==> src/rtl/sram_mem_controller_if.sv <==
`default_nettype none
// +-----------------------------------------------------------------------------+
// | Interface : sram_mem_controller_if                                          |
// | Brief     : MA-stage request/response bus between the pipeline (master)     |
// |             and the SRAM memory controller (slave).                         |
// | Revision  : 1.0  initial release                                            |
// +-----------------------------------------------------------------------------+
interface sram_mem_controller_if;
  logic        mem_r_en;    // read request
  logic        mem_w_en;    // write request
  logic [31:0] address;     // byte address, word aligned
  logic [31:0] data;        // write data
  logic [31:0] mem_result;  // read data, valid while ready=1 in DONE
  logic        ready;       // 0 = busy, pipeline freezes

  modport master (
    output mem_r_en, mem_w_en, address, data,
    input  mem_result, ready
  );

  modport slave (
    input  mem_r_en, mem_w_en, address, data,
    output mem_result, ready
  );
endinterface
`default_nettype wire

==> src/rtl/sram_mem_controller.sv <==
`default_nettype none
// +-----------------------------------------------------------------------------+
// | Module    : sram_mem_controller                                             |
// | Brief     : Serves 32-bit word reads/writes from the MA stage out of a      |
// |             16-bit external SRAM as two half-word phases (LO then HI),      |
// |             holding ready low while the access is in flight.                |
// | Revision  : 1.0  initial release                                            |
// +-----------------------------------------------------------------------------+
module sram_mem_controller #(
  parameter int unsigned BASE_ADDR   = 1024,
  parameter int unsigned SRAM_AW     = 18,
  parameter int unsigned WAIT_CYCLES = 4
) (
  input  wire logic               clk,
  input  wire logic               rst,          // synchronous, active-low
  sram_mem_controller_if.slave    mem_bus,
  output logic [SRAM_AW-1:0]      sram_addr,
  output logic [15:0]             sram_dq_out,
  output logic                    sram_dq_oe,
  input  wire logic [15:0]        sram_dq_in,
  output logic                    sram_we_n,
  output logic                    sram_oe_n
);

  // Phase counter runs 0 .. WAIT_CYCLES-1 inside each half-word phase.
  localparam int unsigned c_CNT_W = (WAIT_CYCLES > 1) ? $clog2(WAIT_CYCLES) : 1;
  localparam logic [c_CNT_W-1:0] c_LAST = c_CNT_W'(WAIT_CYCLES - 1);

  typedef enum logic [1:0] {
    S_IDLE = 2'd0,
    S_LO   = 2'd1,
    S_HI   = 2'd2,
    S_DONE = 2'd3
  } state_t;

  state_t               state_q,   state_d;
  logic [c_CNT_W-1:0]   cnt_q,     cnt_d;
  logic                 is_wr_q,   is_wr_d;
  logic [SRAM_AW-2:0]   idx_q,     idx_d;
  logic [31:0]          wdata_q,   wdata_d;
  logic [15:0]          rd_lo_q,   rd_lo_d;
  logic [31:0]          result_q,  result_d;
  logic [SRAM_AW-1:0]   addr_q,    addr_d;
  logic [15:0]          dq_out_q,  dq_out_d;
  logic                 dq_oe_q,   dq_oe_d;
  logic                 we_n_q,    we_n_d;
  logic                 oe_n_q,    oe_n_d;

  logic                 w_req;
  logic                 w_last;
  logic [31:0]          w_off;
  logic [SRAM_AW-2:0]   w_idx;
  logic                 w_unused_off;

  // Word index relative to the data-space base; wraps modulo the SRAM size.
  assign w_off        = mem_bus.address - 32'(BASE_ADDR);
  assign w_idx        = w_off[SRAM_AW:2];
  assign w_unused_off = &{1'b0, w_off[31:SRAM_AW+1], w_off[1:0]};

  assign w_req  = mem_bus.mem_r_en | mem_bus.mem_w_en;
  assign w_last = (cnt_q == c_LAST);

  // Ready is combinational so a new request freezes the pipeline in its own cycle.
  assign mem_bus.ready      = (state_q == S_DONE) || ((state_q == S_IDLE) && !w_req);
  assign mem_bus.mem_result = result_q;

  assign sram_addr   = addr_q;
  assign sram_dq_out = dq_out_q;
  assign sram_dq_oe  = dq_oe_q;
  assign sram_we_n   = we_n_q;
  assign sram_oe_n   = oe_n_q;

  // Next-state, datapath and look-ahead SRAM pin values (pins are registered, glitch-free).
  always_comb begin
    state_d  = state_q;
    cnt_d    = cnt_q;
    is_wr_d  = is_wr_q;
    idx_d    = idx_q;
    wdata_d  = wdata_q;
    rd_lo_d  = rd_lo_q;
    result_d = result_q;
    addr_d   = addr_q;

    case (state_q)
      S_IDLE: begin
        if (w_req) begin
          state_d = S_LO;
          cnt_d   = '0;
          is_wr_d = mem_bus.mem_w_en;      // write wins when both are asserted
          idx_d   = w_idx;
          wdata_d = mem_bus.data;
          addr_d  = {w_idx, 1'b0};
        end
      end
      S_LO: begin
        if (w_last) begin
          state_d = S_HI;
          cnt_d   = '0;
          addr_d  = {idx_q, 1'b1};
          if (!is_wr_q) begin
            rd_lo_d = sram_dq_in;
          end
        end else begin
          cnt_d = cnt_q + c_CNT_W'(1);
        end
      end
      S_HI: begin
        if (w_last) begin
          state_d  = S_DONE;
          cnt_d    = '0;
          result_d = is_wr_q ? 32'h0 : {sram_dq_in, rd_lo_q};
        end else begin
          cnt_d = cnt_q + c_CNT_W'(1);
        end
      end
      S_DONE: begin
        // Never re-serve from DONE; a request still held is picked up in IDLE.
        state_d = S_IDLE;
      end
      default: begin
        state_d = S_IDLE;
      end
    endcase

    // Pin values for the cycle being entered. The write strobe is released on
    // the last phase cycle so data stays driven one cycle past the strobe.
    dq_out_d = 16'h0;
    dq_oe_d  = 1'b0;
    we_n_d   = 1'b1;
    oe_n_d   = 1'b1;
    if ((state_d == S_LO) || (state_d == S_HI)) begin
      if (is_wr_d) begin
        dq_oe_d  = 1'b1;
        dq_out_d = (state_d == S_LO) ? wdata_d[15:0] : wdata_d[31:16];
        we_n_d   = (cnt_d == c_LAST);
      end else begin
        oe_n_d   = 1'b0;
      end
    end
  end

  // State, datapath and SRAM pin registers; reset aborts any access in flight.
  always_ff @(posedge clk) begin
    if (!rst) begin
      state_q  <= S_IDLE;
      cnt_q    <= '0;
      is_wr_q  <= 1'b0;
      idx_q    <= '0;
      wdata_q  <= 32'h0;
      rd_lo_q  <= 16'h0;
      result_q <= 32'h0;
      addr_q   <= '0;
      dq_out_q <= 16'h0;
      dq_oe_q  <= 1'b0;
      we_n_q   <= 1'b1;
      oe_n_q   <= 1'b1;
    end else begin
      state_q  <= state_d;
      cnt_q    <= cnt_d;
      is_wr_q  <= is_wr_d;
      idx_q    <= idx_d;
      wdata_q  <= wdata_d;
      rd_lo_q  <= rd_lo_d;
      result_q <= result_d;
      addr_q   <= addr_d;
      dq_out_q <= dq_out_d;
      dq_oe_q  <= dq_oe_d;
      we_n_q   <= we_n_d;
      oe_n_q   <= oe_n_d;
    end
  end

endmodule
`default_nettype wire

==> src/flat_wrapper.sv <==
// flat-port wrapper written by rule: the top's interface ports become plain ports
module sram_mem_controller_flat 
#(
  parameter int unsigned BASE_ADDR   = 1024,
  parameter int unsigned SRAM_AW     = 18,
  parameter int unsigned WAIT_CYCLES = 4
)
  (clk, rst, sram_addr, sram_dq_out, sram_dq_oe, sram_dq_in, sram_we_n, sram_oe_n, mem_bus_mem_r_en, mem_bus_mem_w_en, mem_bus_address, mem_bus_data, mem_bus_mem_result, mem_bus_ready);
  sram_mem_controller_if mem_bus_i ();
  input  wire logic clk;
  input  wire logic rst;
  output logic [SRAM_AW-1:0] sram_addr;
  output logic [15:0] sram_dq_out;
  output logic sram_dq_oe;
  input  wire logic [15:0] sram_dq_in;
  output logic sram_we_n;
  output logic sram_oe_n;
  input wire logic [$bits(mem_bus_i.mem_r_en)-1:0] mem_bus_mem_r_en;
  input wire logic [$bits(mem_bus_i.mem_w_en)-1:0] mem_bus_mem_w_en;
  input wire logic [$bits(mem_bus_i.address)-1:0] mem_bus_address;
  input wire logic [$bits(mem_bus_i.data)-1:0] mem_bus_data;
  output wire logic [$bits(mem_bus_i.mem_result)-1:0] mem_bus_mem_result;
  output wire logic [$bits(mem_bus_i.ready)-1:0] mem_bus_ready;
  assign mem_bus_i.mem_r_en = mem_bus_mem_r_en;
  assign mem_bus_i.mem_w_en = mem_bus_mem_w_en;
  assign mem_bus_i.address = mem_bus_address;
  assign mem_bus_i.data = mem_bus_data;
  assign mem_bus_mem_result = mem_bus_i.mem_result;
  assign mem_bus_ready = mem_bus_i.ready;
  sram_mem_controller #(.BASE_ADDR(BASE_ADDR), .SRAM_AW(SRAM_AW), .WAIT_CYCLES(WAIT_CYCLES)) u_core (.clk(clk), .rst(rst), .mem_bus(mem_bus_i), .sram_addr(sram_addr), .sram_dq_out(sram_dq_out), .sram_dq_oe(sram_dq_oe), .sram_dq_in(sram_dq_in), .sram_we_n(sram_we_n), .sram_oe_n(sram_oe_n));
endmodule
==> config.mk <==
export PLATFORM = sky130hd
export DESIGN_NAME = sram_mem_controller_flat
export DESIGN_NICKNAME = d
export VERILOG_FILES = /design/src/rtl/sram_mem_controller_if.sv /design/src/rtl/sram_mem_controller.sv /design/src/flat_wrapper.sv
export SDC_FILE = /design/constraint.sdc
export NUM_CORES = 1
export LEC_CHECK = 0
export CAP_MARGIN = 5
export CORE_MARGIN = 10
export CORE_UTILIZATION = 52
export DETAILED_ROUTE_END_ITERATION = 10
export GPL_ROUTABILITY_DRIVEN = 1
export PLACE_DENSITY = 0.9
export SKIP_CTS_REPAIR_TIMING = 1
export SYNTH_ARGS = -nofsm -noshare
export SYNTH_HDL_FRONTEND = slang
export SYNTH_SLANG_ARGS = --single-unit
==> constraint.sdc <==
create_clock -name clk -period 7.5 [get_ports clk]
set_input_delay 0.75 -clock clk [delete_from_list [all_inputs] [get_ports clk]]
set_output_delay 0.75 -clock clk [all_outputs]
set_load 0.05 [all_outputs]
After elaboration in Yosys (flattened, before gate mapping)

Cells that the tools add are included.

Register bits after elaboration: 139
Input port bits: 84
Output and inout port bits: 70
Logic and storage cells: 55

Add/subtract/negate cells: 2
Equal/unequal tests: 9
Mux-type cells: 17
Bitwise gates (word level): 2
Reductions and logical operators: 13

Operator list:

| operator                                              | count |
|---|---|
| 2-to-1 mux 32 bit                                     | 3 |
| 2-to-1 mux 18 bit                                     | 2 |
| case mux 18 bit (2 select lines)                      | 1 |
| subtractor 19 x 11 -> 19 bit, second input constant   | 1 |
| 2-to-1 mux 16 bit                                     | 1 |
| equality test 2 bit, second input constant            | 5 |
| 2-to-1 mux 2 bit                                      | 5 |
| AND reduction 3 bit                                   | 3 |
| case mux 2 bit (4 select lines)                       | 1 |
| AND reduction 2 bit                                   | 3 |
| equality test 2 x 1 -> 1 bit, second input constant   | 2 |
| inequality test 2 x 1 -> 1 bit, second input constant | 2 |
| case mux 2 bit (2 select lines)                       | 1 |
| 2-to-1 mux 1 bit                                      | 3 |
| adder 2 x 1 -> 2 bit, second input constant           | 1 |
| logical NOT 2 bit                                     | 1 |
| logical OR 1 bit                                      | 2 |
| nonzero test 2 bit                                    | 1 |
| OR reduction 2 bit                                    | 1 |
| logical AND 1 bit                                     | 1 |
| logical NOT 1 bit                                     | 1 |
| NOT 1 bit                                             | 1 |
| OR 1 bit                                              | 1 |

Depth between registers and ports, before layout

Gate-level depths: netlist of run 1.

Depth in word-level cells: 6
Gate-level depth with buffers: 11
Gate-level depth less buffers: 8

Worst setup path before layout of run 1

OpenSTA, ideal clock, no wires.

Kind: input-to-reg
From: in mem_bus_mem_w_en
To: reg u_core.we_n_q, in the netlist u_core.sram_we_n
Setup time: 0.114 ns
Arrival: 2.309 ns
Data required time: 7.386 ns
Slack: 5.077 ns
Cell stages on the path: 7
Buffers on the path: 2
Path through: nor3b_2 > a22oi_1 > ha_1 > or3_1 > buf_2 > buf_6 > a21o_1

Word-level cells in the longest chain between the ends: 6
Elaborated cells between the ends (all ways): 12
Classes of those cells: 3 x eq/ne; 6 x mux; 1 x bitwise; 2 x reduce/logical

RTL lines:

| what                                                                | RTL line                   | text |
|---|---|---|
| start, declared                                                     | flat_wrapper.sv:19         | `input wire logic [$bits(mem_bus_i.mem_w_en)-1:0] mem_bus_mem_w_en;` |
| OR 1 bit (*)                                                        | sram_mem_controller.sv:60  | `assign w_req = mem_bus.mem_r_en \| mem_bus.mem_w_en;` |
| 2-to-1 mux 2 bit (*)                                                | sram_mem_controller.sv:86  | `if (w_req) begin` |
| case mux 2 bit (4 select lines) (*)                                 | sram_mem_controller.sv:84  | `case (state_q)` |
| named net u_core.state_d[0]                                         | sram_mem_controller.sv:36  | `state_t state_q, state_d;` |
| equality test 2 x 1 -> 1 bit or equality test 2 bit (tied branches) | sram_mem_controller.sv:131 | `if ((state_d == S_LO) \|\| (state_d == S_HI)) begin` |
| logical OR 1 bit (*)                                                | sram_mem_controller.sv:131 |  |
| AND reduction 3 bit (no source line) (*)                            | n/a                        |  |
| end signal, assigned                                                | sram_mem_controller.sv:168 | `we_n_q <= we_n_d;` |
| end, declared                                                       | sram_mem_controller.sv:46  | `logic we_n_q, we_n_d;` |

Mark *: on every way through the listed nets, which the timed path passes. The rest lies on a longest branch.
A chain may end at the register's enable or synchronous reset.

Worst setup path in the final report of run 1

From: in rst
To: reg u_core.dq_out_q[0], in the netlist u_core.sram_dq_out[0]

Word-level cells in the longest chain between the ends: 1

RTL lines:

| what                                 | RTL line                   | text |
|---|---|---|
| start, declared                      | flat_wrapper.sv:11         | `input wire logic rst;` |
| AND reduction 3 bit (no source line) | n/a                        |  |
| end signal, assigned                 | sram_mem_controller.sv:166 | `dq_out_q <= dq_out_d;` |
| end, declared                        | sram_mem_controller.sv:44  | `logic [15:0] dq_out_q, dq_out_d;` |

No other way between the ends.

==> results of run 1 <==
-- final timing paths --
| check | slack, ps | from | end |
|---|---|---|---|
| min reg2reg | 450 | u_core.rd_lo_q[14]$_SDFFE_PN0P_ | u_core.rd_lo_q[14]$_SDFFE_PN0P_ |
| max reg2reg | 3920 | u_core.state_q[1]$_SDFF_PN0_ | u_core.sram_dq_out[0]$_SDFF_PN0_ |
| max | 3710 | rst | u_core.sram_dq_out[0]$_SDFF_PN0_ |
| min | 450 | u_core.rd_lo_q[14]$_SDFFE_PN0P_ | u_core.rd_lo_q[14]$_SDFFE_PN0P_ |
-- flip-flops by register name, indices dropped and copies added (netlist names) --
register / flops
u_core.cnt_q: 2
u_core.idx_q: 17
u_core.is_wr_q: 1
u_core.mem_bus.mem_result: 32
u_core.rd_lo_q: 16
u_core.sram_addr: 18
u_core.sram_dq_oe: 1
u_core.sram_dq_out: 16
u_core.sram_oe_n: 1
u_core.sram_we_n: 1
u_core.state_q: 2
u_core.wdata_q: 32
-- metrics by stage --
| step | setup slack, ps | power (mW) | area (um2) | hold slack, ps |
|---|---|---|---|---|
| 2_1_floorplan | 5080 | 1.02 | 5530 | 432 |
| 3_3_place_gp | 3280 | 1.12 | 6900 | 436 |
| 3_5_place_dp | 3170 | 1.13 | 6900 | 443 |
| 4_1_cts | 3690 | 1.99 | 7520 | 453 |
| 5_1_grt | 3470 | 2.06 | 7520 | 471 |
| 6_report | 3710 | 1.99 | 7520 | 452 |
-- where the power goes --
part / switching, mW / internal [mW]
clock: 0.308 / 0.565
sequential: 0.0234 / 0.782
combinational: 0.187 / 0.122
-- cell usage in the layout, fill, tap and decap left out, types with 6 or more instances in the layout --
cell type and n:
ha_1 8, nor3_1 6, o21ai_0 14, a211oi_2 8
nor2_1 72, a21oi_1 78, nand2_1 95, inv_1 8
clkbuf_16 16, and3b_1 17, clkdlybuf4s50_1 138, nor3b_1 34
a211oi_1 21, dfxtp_1 139, mux2i_1 27
-- metal layers --
metal,wire length (um),GRT usage,vias up
met5,0,0,-
met4,323,0.0771,0
met3,1060,0.0684,24
met2,7460,0.334,145
met1,6240,0.224,2295
li1,-,-,2348
-- logic make-up after synthesis --
| family | after synthesis | share of synthesized area |
|---|---|---|
| AO/OA/AOI/OAI | 136 | 0.152 |
| XOR/XNOR | 6 | 0.00951 |
| adder cells (fa/ha/maj) | 8 | 0.0181 |
| buffers and inverters | 56 | 0.0462 |
| flip-flops | 139 | 0.504 |
| multiplexers | 27 | 0.0489 |
| AND/OR/NAND/NOR | 247 | 0.221 |
-- worst min-delay path: cells and delay by family (launching register included) --
kind	cells	cell delay (ps)
compound gates	1	50
simple gates	1	50
flops	1	300
-- area by class of cell --
type / count / area, um2 / area share
clock inverters: 11 / 166 / 0.0221
multi-input cells: 424 / 2500 / 0.332
clock buffers: 21 / 459 / 0.0610
flip-flops and latches: 139 / 2780 / 0.370
inverters: 9 / 35.0 / 0.00466
repair buffers: 142 / 1410 / 0.188
well taps: 136 / 170 / 0.0226
==> results.sh, run 1 <==
export IMPL_tritoncts="done"
export IMPL_finalWirelength_mm=15.1
export IMPL_yosys_cell_types_count=43
export IMPL_layout_drive_gt1_share=0.0710
export IMPL_status="finished, final reports clean"
export IMPL_chipHeight_um=123
export IMPL_via_count=4812
export IMPL_n_fill_cell=745
export IMPL_design_die_area_um2=15100
export IMPL_ys_ff_latch=139
export IMPL_cts_max_level=4
export IMPL_fmax_mhz=264
export IMPL_layoutNonFillerInstCount=882
export IMPL_nNetsFinal=825
export IMPL_post_route_min_period_ps=3790
export IMPL_viasPerCell=5.46
export IMPL_synth_top_area_frac=0.504
export IMPL_cts_root_buf="clkbuf_8"
export IMPL_synthTopCellsByCount="dfxtp_1, nand2_1, a21oi_1, nor2_1, nor3b_1"
export IMPL_drc=0
export IMPL_worst_path_buf_inv=3
export IMPL_cts_buffer_depth=2
export IMPL_rows=37
export IMPL_utilization=0.729
export IMPL_worst_setup_path_type="in -> reg"
export IMPL_worstMarginPinSlew_ps=1250
export IMPL_startpoint_type="primary input"
export IMPL_clk_latency_ps=520
export IMPL_io_pins=154
export IMPL_grt_pass1_vias=4738
export IMPL_syn_area_um2=5530
export IMPL_rsz0062_at_grt="false"
export IMPL_grt_start_max_net_pins=65
export IMPL_wl_per_cell_um=17.1
export IMPL_grt_use_total=0.197
export IMPL_synth_net_count=711
export IMPL_dp_cells=850
export IMPL_drt_iter0_drc=376
export IMPL_initial_core_util=0.535
export IMPL_async_flop_share=0
export IMPL_dp_hpwl_mm=10.1
export IMPL_yosys_warnings=0
export IMPL_numCtsBuffers=17
export IMPL_synth_area_leaders="dfxtp_1, a21oi_1, nand2_1"
export IMPL_chipWidth_um=123
export IMPL_reg2reg_depth=8
export IMPL_cp_num_cells=5
export IMPL_antenna_cells=0
export IMPL_synth_edff_count=0
export IMPL_cp_required_ps=7920
export IMPL_postSynthCellCount=619
export IMPL_ir_drop_uv=141
export IMPL_fin_crit_sh=0.505
export IMPL_grt_pass1_wl_mm=23.8
export IMPL_hold_viol=0
export IMPL_cap_violations=0
export IMPL_antenna_found_initial=0
export IMPL_crit_path_max_incr_delay_ps=880
export IMPL_finClkSkew_ps=3.49
export IMPL_cts_sinks=139
export IMPL_path_cells="clkdlybuf4s50_1 > clkinv_2 > buf_4 > or3_1 > a211oi_1"
export IMPL_cp_max_fo=59
export IMPL_synth_most_common_cell="dfxtp_1"
export IMPL_power_density_nw_per_um2=264
export IMPL_seq_area_frac_synth=0.504
export IMPL_maxSlewHeadroom=0.167
export IMPL_routabilityCongestion=0.817
export IMPL_cp_end_kind="register"
export IMPL_drtAntennaViolNets=0
export IMPL_cts_reportedPaths_clkPinSlew_ps=60
export IMPL_p_leak_nw=2.84
export IMPL_core_area_um2=10300
export IMPL_syn_avg_cell_area_um2=8.93
export IMPL_hold_path_cell_count=2
export IMPL_syn2layout_area_growth_pct=36.1
export IMPL_yosys_area_top_type="dfxtp_1"
export IMPL_finalMaxSlewViolations=0
export IMPL_arrival_ps=4210
export IMPL_crit_path_top_delay_cell="clkdlybuf4s50_1"
export IMPL_port_buffers=138
export IMPL_min_path_type="reg -> reg"
export IMPL_grt_overflow_total=0
export IMPL_tns_ps=0
export IMPL_cp_top_family="buffers and inverters"
export IMPL_synth_top_flop_cell="dfxtp_1"
export IMPL_setup_viol=0
export IMPL_drt_first_pass_iters=5
(Power assumes the default switching activity.)
==> run 2, diff against run 1 <==
- CORE_UTILIZATION: 52 -> 48
- PLACE_DENSITY: 0.9 -> 0.84
- clock period: 7.5 -> 3.73 ns (I/O delays scaled with it)
==> run 2 against run 1 <==
  * Power is 110% higher
  * Register-to-register slack worse by 3300 ps
  * Hold slack better by 0.64 ps
  * Flip-flop and latch count stayed put
  * Via count is 0.25% lower
  * Critical path depth stayed put
  * Critical path type is now reg -> out
  * Critical endpoint is now mem_bus_ready
==> results.sh, run 2 (synthesis gave the netlist of run 1 again) <==
export IMPL_layout_drive_gt1_share=0.0760
export IMPL_drt_first_pass_iters=5
export IMPL_sw_frac_of_total=0.252
export IMPL_numCtsBuffers=17
export IMPL_finalWirelength_mm=14.9
export IMPL_viasPerCell=5.38
export IMPL_place_ws_ps=663
export IMPL_holdCritStartpoint="u_core.idx_q[3]$_SDFFE_PN0P_"
export IMPL_min_path_type="reg -> reg"
export IMPL_io_pins=154
export IMPL_hold_viol=0
export IMPL_startpoint_type="register"
export IMPL_drt_iter0_drc=368
export IMPL_grt_use_total=0.180
export IMPL_tns_ps=0
export IMPL_intPower_mw=3.07
export IMPL_antenna_cells=0
export IMPL_reg2reg_depth=7
export IMPL_hold_path_cell_count=2
export IMPL_n_fill_cell=868
export IMPL_timing_rr_start="u_core.state_q[0]$_SDFF_PN0_"
export IMPL_combPwrFrac=0.154
export IMPL_multi_input_area_um2=2500
export IMPL_cp_end_kind="output pin"
export IMPL_worst_setup_path_type="reg -> out"
export IMPL_rr_endpoint="u_core.sram_dq_out[5]$_SDFF_PN0_"
export IMPL_cap_violations=0
export IMPL_cts_reportedPaths_clkPinSlew_ps=60
export IMPL_layoutNonFillerInstCount=893
export IMPL_maxSlewHeadroom=0.229
export IMPL_rsz0062_at_grt="false"
export IMPL_grt_pass1_wl_mm=23.8
export IMPL_setup_viol=0
export IMPL_drtAntennaViolNets=0
export IMPL_cp_max_fo=9
export IMPL_initial_core_util=0.488
export IMPL_fin_crit_sh=0.846
export IMPL_p_seq_frac=0.392
export IMPL_final_common_cell="dfxtp_1"
export IMPL_dp_cells=861
export IMPL_wl_per_cell_um=16.7
export IMPL_grt_start_max_net_pins=110
export IMPL_arrival_ps=2780
export IMPL_fin_ws_ps=573
export IMPL_grt_overflow_total=0
export IMPL_finalMaxSlewViolations=0
export IMPL_ir_drop_uv=414
export IMPL_syn2layout_area_growth_pct=37.4
export IMPL_rrSetupSlack_ps=660
export IMPL_chipHeight_um=127
export IMPL_status="finished, final reports clean"
export IMPL_cts_sinks=139
export IMPL_via_count=4800
export IMPL_p_leak_nw=2.88
export IMPL_layout_area_seq_um2=2780
export IMPL_dp_hpwl_mm=10.0
export IMPL_chipWidth_um=127
export IMPL_design_die_area_um2=16200
export IMPL_cp_required_ps=3360
export IMPL_worstMarginPinSlew_ps=1160
export IMPL_routabilityCongestion=0.826
export IMPL_cts_root_buf="clkbuf_16"
export IMPL_utilization=0.670
export IMPL_drc=0
export IMPL_holdPathEnd="u_core.idx_q[3]$_SDFFE_PN0P_"
export IMPL_nNetsFinal=829
export IMPL_core_area_um2=11300
export IMPL_fmax_mhz=317
export IMPL_antenna_found_initial=0
export IMPL_cts_buffer_depth=2
export IMPL_post_route_min_period_ps=3160
export IMPL_finClkSkew_ps=6.03
export IMPL_power_density_nw_per_um2=540
export IMPL_p_sw_mw=1.03
export IMPL_rows=39
export IMPL_startpoint="u_core.state_q[0]$_SDFF_PN0_"
export IMPL_clkPwrFrac=0.453
export IMPL_tritoncts="done"
export IMPL_final_cell_mix="dfxtp_1, clkdlybuf4s50_1, nand2_1, a21oi_1, nor2_1"
export IMPL_clk_latency_ps=420
export IMPL_cts_max_level=4
export IMPL_grt_pass1_vias=4708
export IMPL_port_buffers=138
-- run 2: changes by cell type in the layout (fill, tap and decap cells not counted) --
| cell | previous run | this run |
|---|---|---|
| bufinv_16 | 4 | 6 |
| clkbuf_16 | 16 | 17 |
| clkinvlp_4 | 3 | 2 |
| clkinv_2 | 4 | 7 |
| buf_4 | 4 | 8 |
| clkinv_4 | 1 | 0 |
| clkbuf_8 | 4 | 0 |
-- run 2: layout make-up --
class                      instances  share of cell area
sequential                       139               0.367
multi-input combinational        424               0.329
timing repair buffer             146               0.190
clock buffer                      18              0.0565
clock inverter                    14              0.0297
tap                              143              0.0236
inverter                           9             0.00462
-- run 2: worst max-delay path by stage --
stage / end / slack (ps)
4_1_cts: mem_bus_ready / 570
6_report: mem_bus_ready / 570
2_1_floorplan: u_core.sram_we_n$_SDFF_PN1_ / 1370
3_5_place_dp: u_core.sram_dq_out[0]$_SDFF_PN0_ / 660
5_1_grt: mem_bus_ready / 410
3_3_place_gp: u_core.sram_dq_out[0]$_SDFF_PN0_ / 780
-- run 2: worst max-delay path, stage by stage (launching register included) --
cell	delay, ps
dfxtp_1	350
inv_1	120
ha_1	340
nor3b_2	510
or2_2	200
clkdlybuf4s50_1	830
-- run 2: metal layers --
layer	routed length, um	share of wire	track usage	up-vias
met5	0	0	0	-
li1	-	-	-	2367
met3	1000	0.068	0.0620	21
met2	7330	0.49	0.296	163
met1	6240	0.42	0.208	2249
met4	296	0.020	0.0784	0
-- run 2: metrics by stage --
stage          power, mW  cell area, um2  hold WS (ps)
6_report            4.10            7590           453
5_1_grt             4.24            7590           472
2_1_floorplan       2.05            5530           432
3_3_place_gp        2.25            6940           440
3_5_place_dp        2.27            6940           444
4_1_cts             4.12            7590           453
-- run 2: power groups by stage --
stage | combinational (mW) | sequential [mW] | clock [mW]
6_report | 0.632 | 1.61 | 1.86
5_1_grt | 0.679 | 1.62 | 1.95
4_1_cts | 0.635 | 1.61 | 1.88
3_5_place_dp | 0.630 | 1.64 | 0
3_3_place_gp | 0.613 | 1.64 | 0
2_1_floorplan | 0.286 | 1.76 | 0
